**config.mk**
```make
export PLATFORM = sky130hd
export DESIGN_NAME = wptr_full_gen
export DESIGN_NICKNAME = d
export VERILOG_FILES = /design/src/rtl/wptr_full_gen.sv
export SDC_FILE = /design/constraint.sdc
export NUM_CORES = 1
export LEC_CHECK = 0
export CAP_MARGIN = 20
export CORE_MARGIN = 8
export CORE_UTILIZATION = 60
export CTS_CLUSTER_SIZE = 12
export DETAILED_ROUTE_END_ITERATION = 8
export DONT_BUFFER_PORTS = 1
export HOLD_SLACK_MARGIN = 0.05
export PLACE_DENSITY = 0.75
export SYNTH_ARGS = -nofsm -noshare
export SYNTH_HDL_FRONTEND = slang
export SYNTH_SLANG_ARGS = --single-unit
```
**constraint.sdc**
```tcl
create_clock -name clk -period 4.95 [get_ports clk]
set_input_delay 0.2475 -clock clk [delete_from_list [all_inputs] [get_ports clk]]
set_output_delay 0.2475 -clock clk [all_outputs]
set_load 0.02 [all_outputs]
```
**src/rtl/wptr_full_gen.sv**
```systemverilog
// Write-domain pointer and full-flag generator for an asynchronous FIFO.
// Keeps the binary/Gray write pointers, drives the RAM write address and derives
// full, almost-full and sticky overflow from the synchronized Gray read pointer.
// Optional feature: define WFIFO_LEVEL_EN to expose the registered fill level
// on o_wlevel.

module wptr_full_gen #(
    parameter int unsigned ADDR_SIZE = 4,
    parameter int unsigned AF_MARGIN = 2
) (
    input  logic                 clk,
    input  logic                 rst,
    input  logic                 i_winc,
    input  logic [ADDR_SIZE:0]   i_wq2_rptr,
    input  logic                 i_ovf_clr,
    output logic [ADDR_SIZE-1:0] o_waddr,
    output logic [ADDR_SIZE:0]   o_wptr,
    output logic                 o_wfull,
    output logic                 o_walmost_full,
    output logic                 o_wovf
`ifdef WFIFO_LEVEL_EN
    ,
    output logic [ADDR_SIZE:0]   o_wlevel
`endif
);

    localparam int unsigned DEPTH = 1 << ADDR_SIZE;
    localparam logic [ADDR_SIZE:0] AF_THRESH = (ADDR_SIZE + 1)'(DEPTH - AF_MARGIN);

    logic [ADDR_SIZE:0] wbin_q, wbin_d;
    logic [ADDR_SIZE:0] wptr_q, wptr_d;
    logic               wfull_q, wfull_d;
    logic               walmost_full_q, walmost_full_d;
    logic               wovf_q, wovf_d;
    logic [ADDR_SIZE:0] rbin;
    logic [ADDR_SIZE:0] level_d;
    logic               waccept;

    // Pointer advance and Gray conversion of the next write pointer.
    always_comb begin
        waccept = i_winc & ~wfull_q;
        wbin_d  = wbin_q + (ADDR_SIZE + 1)'(waccept);
        wptr_d  = (wbin_d >> 1) ^ wbin_d;
    end

    // Gray-to-binary of the read pointer: bit i is the XOR of bits i..MSB.
    always_comb begin
        rbin = '0;
        for (int i = 0; i <= ADDR_SIZE; i++) begin
            rbin[i] = ^(i_wq2_rptr >> i);
        end
    end

    // Status next-state; uses the post-write pointer and the current read pointer.
    always_comb begin
        level_d        = wbin_d - rbin;
        wfull_d        = (wptr_d == {~i_wq2_rptr[ADDR_SIZE:ADDR_SIZE-1],
                                     i_wq2_rptr[ADDR_SIZE-2:0]});
        walmost_full_d = (level_d >= AF_THRESH);
        // A dropped write sets overflow; set has priority over clear.
        wovf_d         = (i_winc & wfull_q) | (wovf_q & ~i_ovf_clr);
    end

    // State registers with asynchronous active-low reset.
    always_ff @(posedge clk or negedge rst) begin
        if (!rst) begin
            wbin_q         <= '0;
            wptr_q         <= '0;
            wfull_q        <= 1'b0;
            walmost_full_q <= 1'b0;
            wovf_q         <= 1'b0;
        end else begin
            wbin_q         <= wbin_d;
            wptr_q         <= wptr_d;
            wfull_q        <= wfull_d;
            walmost_full_q <= walmost_full_d;
            wovf_q         <= wovf_d;
        end
    end

`ifdef WFIFO_LEVEL_EN
    logic [ADDR_SIZE:0] wlevel_q;

    // Fill level register, same timing as the full flag.
    always_ff @(posedge clk or negedge rst) begin
        if (!rst) begin
            wlevel_q <= '0;
        end else begin
            wlevel_q <= level_d;
        end
    end

    assign o_wlevel = wlevel_q;
`endif

    assign o_waddr        = wbin_q[ADDR_SIZE-1:0];
    assign o_wptr         = wptr_q;
    assign o_wfull        = wfull_q;
    assign o_walmost_full = walmost_full_q;
    assign o_wovf         = wovf_q;

endmodule

```
==> results of run 1 <==
final cells by class:
type	count	area, um2	area share
sequential	12	300.3	0.3483
timing repair buffer	1	10.01	0.01161
clock buffer	4	36.28	0.04209
inverter	6	22.52	0.02612
tap	15	18.77	0.02177
multi-input combinational	53	474.2	0.5501
flip-flops by register name (all words and copies together), names as in the netlist:
signal          cells
wbin_q              5
o_wptr              4
o_wovf              1
o_walmost_full      1
o_wfull             1
how the worst max path moves through the flow:
stage	start	end	slack, ns	cells past startpoint
2_1_floorplan	i_wq2_rptr[3]	o_walmost_full	2.56	9
3_3_place_gp	i_wq2_rptr[3]	o_walmost_full	2.35	9
3_5_place_dp	o_wfull	o_walmost_full	2.34	8
4_1_cts	o_wfull	o_walmost_full	2.31	8
5_1_grt	o_wfull	o_walmost_full	2.13	8
6_report	o_wfull	o_walmost_full	2.35	8
critical path, cell delays in order (launching register included):
cell and delay (ns):
dfrtp_1 0.47, nor2b_1 0.19, ha_1 0.23, ha_1 0.26, xor2_1 0.31, ha_1 0.31, nor2b_1 0.14, or3_1 0.33
o311ai_0 0.27
routing by layer:
| metal | up-vias | routed length [um] | global-route usage |
|---|---|---|---|
| li1 | 252 | - | - |
| met1 | 233 | 530 | 0.09983 |
| met2 | 14 | 694 | 0.2016 |
| met3 | 5 | 100 | 0.03409 |
| met4 | 0 | 56 | 0.1164 |
| met5 | - | 0 | 0 |
logic make-up after synthesis:
group,share of synthesized area
buffers and inverters,0.03281
and+or+nand+nor,0.1281
AOI/OAI and AO/OA,0.09531
DFF,0.3750
xor gates and xnor gates,0.2500
adders and majority gates,0.1187
stage by stage:
step | util | hold slack [ns] | setup slack [ns]
final | 0.6795 | 0.07720 | 2.349
after detailed placement | 0.6430 | -0.04785 | 2.336
after global placement | 0.6430 | -0.04782 | 2.353
after CTS | 0.6795 | 0.07878 | 2.312
after floorplan | - | -0.04809 | 2.564
after global routing | 0.6795 | 0.06461 | 2.126
placed cells by master, fill, tap and decap left out, drive strengths merged, types with 2 or more instances in the layout:
cell	synthesis	final
a21boi	2	2
a21oi	2	2
clkbuf	1	4
dfrtp	12	12
ha	6	6
inv	6	6
nand3	3	3
nor2b	6	6
o21ai	3	3
or3	2	2
xnor2	9	9
xnor3	2	2
xor2	6	6
power by group through the flow:
| stage | logic, mW | registers [mW] | clock network [mW] |
|---|---|---|---|
| global route | 0.402 | 0.264 | 0.0854 |
| floorplan | 0.309 | 0.241 | 0 |
| detailed placement | 0.354 | 0.261 | 0 |
| CTS | 0.358 | 0.259 | 0.0798 |
| global placement | 0.344 | 0.260 | 0 |
| finish | 0.352 | 0.256 | 0.0783 |
repair_timing:
item,4_1_cts,5_1_grt
endpoints found under the hold margin,12,0
hold buffers,1,0
endpoints found under the setup margin,0,0
==> results_dict.tcl, run 1 <==
set metrics [dict create \
    seq_area_frac_synth 0.3750 \
    antenna_cells 0 \
    cts_root_buf "clkbuf_4" \
    layout_min_cycle_time_ns 2.601 \
    place_area_um2 815.8 \
    rr_worst_depth 8 \
    ys_types 26 \
    num-nets-final 93 \
    worstSetupEndpointType "flip-flop" \
    p_sw_frac 0.4456 \
    cp_max_fo 5 \
    grt_pass1_vias 545 \
    fmaxAchievable_mhz 384.4 \
    synth_top_area_frac 0.3750 \
    status "completed" \
    slew_violations 0 \
    tightest_slew_ns 0.5577 \
    first_pass_iters 2 \
    p_leak_nw 0.3983 \
    io_buffers 0 \
    relSlewSlack 0.6269 \
    cts_tree "yes" \
    hp-class "in -> reg" \
    arrival_ns 2.77 \
    ir_worst_vdd_uv 401.8 \
    synthTopCellsByCount "12 x dfrtp_1, 9 x xnor2_1" \
    synthToLayoutAreaGrowth_pct 7.656 \
    grt_use_total 0.1156 \
    clock_skew_ns 0.006677 \
    p_switching_mw 0.3058 \
    power.total_mw 0.6863 \
    via_per_inst 5.538 \
    ant_nets 0 \
    dpl.hpwl_um 1153 \
    power_frac_clock 0.114 \
    htreeDepth 1 \
    drive_gt1_frac 0.07895 \
    post_cts_buffers 0 \
    final_area_um2 862.1 \
    die_w_um 52.53 \
    drt_iter0_markers 7 \
    ios 21 \
    crit_required_ns 5.12 \
    start_kind "flip-flop" \
    ys_warn_count 0 \
    yosys-top-cells-area "dfrtp_1 38%, xnor2_1 9.8%, ha_1 9.4%" \
    synth_most_common_cell "dfrtp_1" \
    seqPwrFrac 0.373 \
    cts_resized 0 \
    die_height_um 52.53 \
    drc 0 \
    wl_per_cell_um 15.18 \
    synth_top_cell_by_area "dfrtp_1" \
    num_vias 504 \
    r2r-start "o_wfull" \
    synth_ff_type "dfrtp_1" \
    final_cells 91 \
    path_clk_slew_ns 0.08 \
    p_int_mw 0.3805 \
    drt_wl_total_um 1381 \
    syn-cell-area_um2 800.8 \
    worstSkewPairLatency_ns 0.28 \
    min_from "i_ovf_clr" \
    coreArea_mm2 0.001269 \
    synth-seq-cells 12 \
    die_area_mm2 0.002759 \
    powerDensity_mw_per_mm2 796.1 \
    synth.net_count 88 \
    syn_area_per_cell_um2 11.12 \
    numCtsBuffers 3 \
    clk_path_buf_depth 2 \
    min_period_over_period 0.5255 \
    routabilityCongestion 0.7070 \
    r2r_slack_ns 2.35 \
    start_util 0.6312 \
    worstHoldEndpoint "o_wovf" \
    rsz0062_at_grt "false" \
    synthArstFlopShare 1.000 \
    critical_path_class "reg -> reg" \
    grt_max_degree 13 \
    reg2reg_to "o_walmost_full" \
    max-cap-violations 0 \
    rows 13 \
    syn_inst 72 \
    grt_pass1_wl_um 2270 \
    placed_cells 86 \
    grt.overflow.total 0 \
    cts_sinks 12 \
    tns_ns 0 \
    hold_depth 1 \
    antenna_found_initial 0 \
    fillers 106 \
    synth_enable_flop_cells 0 \
    setup_viol_count_final 0 \
    finalHoldViolCount 0 \
    combinationalPowerShare 0.513 \
]
No activity file was read; power rests on OpenSTA's default activity.
==> inputs of run 2 (changes only) <==
==> constraint.sdc (replaced) <==
create_clock -name clk -period 2.5 [get_ports clk]
set_input_delay 0.125 -clock clk [delete_from_list [all_inputs] [get_ports clk]]
set_output_delay 0.125 -clock clk [all_outputs]
set_load 0.02 [all_outputs]
==> results_dict.tcl, run 2 (same netlist as run 1, synthesis figures left out) <==
set metrics [dict create \
    min_period_over_period 0.9382 \
    synthToLayoutAreaGrowth_pct 16.41 \
    wl_per_cell_um 17.17 \
    grt.overflow.total 0 \
    place_area_um2 860.8 \
    r2r-start "o_wfull" \
    cts_tree "yes" \
    post_cts_buffers 0 \
    largest_register_ffs 5 \
    ios 21 \
    status "completed" \
    regMostFlops "wbin_q" \
    final_cells 99 \
    grt_use_total 0.1378 \
    crit_slowest_cell "dfrtp_1" \
    cp_max_fo 5 \
    power.total_mw 1.479 \
    fmaxAchievable_mhz 426.3 \
    ant_nets 0 \
    reg2reg_to "o_walmost_full" \
    crit_required_ns 2.66 \
    timing.final.ws_setup_ns 0.1544 \
    dpl.hpwl_um 1285 \
    coreArea_mm2 0.001269 \
    layout_min_cycle_time_ns 2.346 \
    start_util 0.6312 \
    crit_buf_inv 1 \
    slew_violations 0 \
    hold_depth 3 \
    worstHoldEndpoint "o_wfull" \
    setup_viol_count_final 0 \
    num-nets-final 101 \
    hp-class "in -> reg" \
    clock_skew_ns 0.001102 \
    rr_worst_depth 9 \
    worstSetupEndpointType "flip-flop" \
    ir_worst_vdd_uv 869.7 \
    final_area_um2 932.1 \
    cts_sinks 12 \
    rsz0062_at_grt "false" \
    max-cap-violations 0 \
    start_kind "flip-flop" \
    drt_iter0_markers 7 \
    drive_gt1_frac 0.1667 \
    fillers 90 \
    cts_root_buf "clkbuf_4" \
    clk_path_buf_depth 2 \
    via_per_inst 5.616 \
    crit_family "adder cells" \
    die_area_mm2 0.002759 \
    arrival_ns 2.51 \
    min_from "i_wq2_rptr[3]" \
    tns_ns 0 \
    io_buffers 0 \
    place_ws_ns 0.02913 \
    powerDensity_mw_per_mm2 1587 \
    critical_path_class "reg -> reg" \
    worstSkewPairLatency_ns 0.27 \
    routabilityCongestion 0.7256 \
    first_pass_iters 3 \
    rows 13 \
    die_w_um 52.53 \
    htreeDepth 1 \
    tightest_slew_ns 0.5837 \
    num_vias 556 \
    p_leak_nw 0.4353 \
    placed_cells 92 \
    cp_cell_sequence "nor2b_1 -> ha_2 -> ha_2 -> buf_4 -> ha_1 -> nor2b_1 -> o21ai_0 -> a21boi_0 -> o311ai_0" \
    mostFrequentLayoutCells "12 x dfrtp_1, 9 x xnor2_1" \
    finalHoldViolCount 0 \
    drt_wl_total_um 1700 \
    path_clk_slew_ns 0.08 \
    antenna_cells 0 \
    grt_max_degree 13 \
    numCtsBuffers 3 \
    r2r_slack_ns 0.15 \
    crit_path_max_incr_delay_ns 0.38 \
    grt_pass1_wl_um 2725 \
    grt_pass1_vias 569 \
    final_common_cell "dfrtp_1" \
    die_height_um 52.53 \
    antenna_found_initial 0 \
    drc 0 \
    relSlewSlack 0.6096 \
]
[run 2: layout make-up]
type | count | area (um2) | share of cell area
inverter | 6 | 22.52 | 0.02416
sequential | 12 | 300.3 | 0.3221
tap | 15 | 18.77 | 0.02013
multi-input combinational | 53 | 479.2 | 0.5141
timing repair buffer | 9 | 75.07 | 0.08054
clock buffer | 4 | 36.28 | 0.03893
[run 2: tightest hold or removal path, cell delays in order]
cell and delay (ns):
xnor2_1 0.06, o31ai_1 0.10, a21oi_2 0.08
[run 2: layer usage]
layer  vias up  track usage  share of wire
met5         -            0              0
met4         0      0.06466          0.011
met3         2      0.05682          0.061
met2        17       0.2589           0.56
met1       266       0.1225           0.36
li1        271            -              -
[run 2: how the worst max path moves through the flow]
stage	slack (ns)	depth (start not counted)	start	end
after floorplan	0.11	8	o_wfull	o_walmost_full
after global placement	0.10	9	i_wq2_rptr[3]	o_walmost_full
after detailed placement	0.03	8	i_wq2_rptr[3]	o_walmost_full
after CTS	0.12	8	o_wfull	o_walmost_full
after global routing	0.02	9	o_wfull	o_walmost_full
final	0.15	9	o_wfull	o_walmost_full
[run 2: per-stage QoR]
stage / hold slack, ns / util
2_1_floorplan: -0.1706 / -
3_3_place_gp: -0.1703 / 0.6785
3_5_place_dp: -0.1703 / 0.6785
4_1_cts: 0.1118 / 0.7308
5_1_grt: 0.1130 / 0.7347
6_report: 0.1268 / 0.7347
[run 2: power breakdown]
| group | switching [mW] | total, mW | internal (mW) | leakage, nW |
|---|---|---|---|---|
| registers | 0.181 | 0.477 | 0.295 | 0.145 |
| clock network | 0.0657 | 0.154 | 0.0885 | 0.0210 |
| logic | 0.406 | 0.848 | 0.443 | 0.269 |
[run 2: repair_timing]
| item | 4_1_cts | 5_1_grt |
|---|---|---|
| hold endpoints to repair | 13 | 0 |
| resized for setup | 0 | 2 |
| hold buffers | 3 | 0 |
| setup endpoints to repair | 0 | 2 |
==> inputs of run 3 (changes only) <==
--- a/config.mk
+++ b/config.mk
@@ -6,7 +6,7 @@
 export NUM_CORES = 1
 export LEC_CHECK = 0
 export CAP_MARGIN = 20
-export CORE_MARGIN = 8
+export CORE_MARGIN = 1.5
 export CORE_UTILIZATION = 60
 export CTS_CLUSTER_SIZE = 12
 export DETAILED_ROUTE_END_ITERATION = 8
==> constraint.sdc (replaced) <==
create_clock -name clk -period 2.5 [get_ports clk]
set_input_delay 0.5 -clock clk [delete_from_list [all_inputs] [get_ports clk]]
set_output_delay 0.5 -clock clk [all_outputs]
set_load 0.02 [all_outputs]
==> results_dict.tcl, run 3 (same netlist as run 1, synthesis figures left out) <==
set metrics [dict create \
    seqPwrFrac 0.310 \
    setup_viol_count_final 0 \
    r2r_slack_ns 0.15 \
    num-nets-final 102 \
    io_buffers 0 \
    cp_max_fo 2 \
    die_height_um 39.53 \
    power_frac_clock 0.076 \
    synthToLayoutAreaGrowth_pct 17.81 \
    drive_gt1_frac 0.2024 \
    top_layer_used "met3" \
    critical_path_class "in -> reg" \
    crit_required_ns 2.65 \
    max-cap-violations 0 \
    place_ws_ns -0.1615 \
    final_common_cell "dfrtp_1" \
    placed_cells 94 \
    clk_path_buf_depth 2 \
    antenna_cells 0 \
    first_pass_iters 4 \
    ir_worst_vdd_uv 1013 \
    powerDensity_mw_per_mm2 1544 \
    antenna_found_initial 0 \
    clock_skew_ns 0.003617 \
    p_switching_mw 0.6473 \
    min_period_over_period 0.9624 \
    power.total_mw 1.457 \
    mostFrequentLayoutCells "12 x dfrtp_1, 9 x buf_4, 8 x xnor2_1" \
    routabilityCongestion 0.7009 \
    rows 12 \
    relSlewSlack 0.6546 \
    finalHoldViolCount 0 \
    wl_met1_um 603 \
    ant_nets 0 \
    layout_min_cycle_time_ns 2.406 \
    drc 0 \
    status "completed" \
    grt_pass1_vias 539 \
    worstSetupEndpointType "flip-flop" \
    numCtsBuffers 3 \
    p_sw_frac 0.4443 \
    ios 21 \
    die_w_um 39.53 \
    dpl.hpwl_um 1194 \
    htreeDepth 1 \
    num_vias 561 \
    cts_sinks 12 \
    start_util 0.6838 \
    fmaxAchievable_mhz 415.6 \
    wl_per_cell_um 15.19 \
    path_clk_slew_ns 0.07 \
    tns_ns 0 \
    fillers 78 \
    cts_root_buf "clkbuf_4" \
    worstSkewPairLatency_ns 0.26 \
    drt_wl_total_um 1489 \
    final_cells 98 \
    grt_pass1_wl_um 2235 \
    p_leak_nw 0.4425 \
    drt_iter0_markers 7 \
    grt.overflow.total 0 \
    tightest_slew_ns 0.5164 \
    met3_length_um 65 \
    coreArea_mm2 0.001171 \
    slew_violations 0 \
    regMostFlops "wbin_q" \
    arrival_ns 2.56 \
    route.met2.wl_um 820 \
    hp-class "in -> reg" \
    via_per_inst 5.724 \
    timing.final.ws_setup_ns 0.09401 \
    combinationalPowerShare 0.614 \
    post_cts_buffers 0 \
    start_kind "input pin" \
    die_area_mm2 0.001563 \
    cts_tree "yes" \
    largest_register_ffs 5 \
    grt_use_total 0.2257 \
    grt_max_degree 13 \
    p_int_mw 0.8096 \
]
run 3: cell count changes in the layout (fill, tap and decap cells not counted), sizes merged:
cell / change
buf: +3
clkbuf: -1
dlygate4sd3: -2
run 3: worst max-delay path, stage by stage:
cell      delay, ns
xnor2_4        0.15
xor2_1         0.26
xor2_1         0.27
xnor2_1        0.15
ha_2           0.21
fa_1           0.40
or3_1          0.36
o311ai_1       0.26
run 3: per-stage QoR:
stage	instance area (um2)	hold slack [ns]	util
final	943.4	0.3340	0.8056
after global routing	943.4	0.3308	0.8056
after CTS	935.9	0.3410	0.7991
after detailed placement	903.4	0.2047	0.7714
after global placement	903.4	0.2046	0.7714
after floorplan	822.0	0.2044	-
run 3: repair_timing:
| item | CTS | global route |
|---|---|---|
| hold buffers | 1 | 0 |
| hold endpoints to repair | 12 | 0 |
| endpoints found under the setup margin | 0 | 1 |
| gates resized for setup | 0 | 1 |
run 3: layer usage:
layer / vias to the layer above / global-route usage
met5: - / 0
met3: 0 / 0.05682
met2: 19 / 0.4139
li1: 271 / -
met4: 0 / 0.07759
met1: 271 / 0.2455
run 3: cell type report:
type	count	area, um2	area share
Tap cell	14	17.52	0.01857
Clock buffer	3	22.52	0.02387
Sequential cell	12	300.3	0.3183
Inverter	6	22.52	0.02387
Timing Repair Buffer	10	77.57	0.08223
Multi-Input combinational cell	53	503.0	0.5332
run 3: path summary, 6_finish.rpt:
path                                from             end  cells past startpoint
max                        i_wq2_rptr[3]  o_walmost_full                      8
max in group asynchronous            rst  o_walmost_full                      1
max reg2reg                      o_wfull  o_walmost_full                      8
min in group asynchronous            rst          o_wovf                      1
min                            i_ovf_clr          o_wovf                      1
min reg2reg                    wbin_q[2]       wbin_q[2]                      1
run 3: power groups by stage:
stage,registers (mW),clock network [mW],logic (mW)
6_report,0.451,0.111,0.895
3_3_place_gp,0.446,0,0.847
4_1_cts,0.448,0.113,0.895
3_5_place_dp,0.452,0,0.879
5_1_grt,0.462,0.124,0.992
2_1_floorplan,0.478,0,0.625
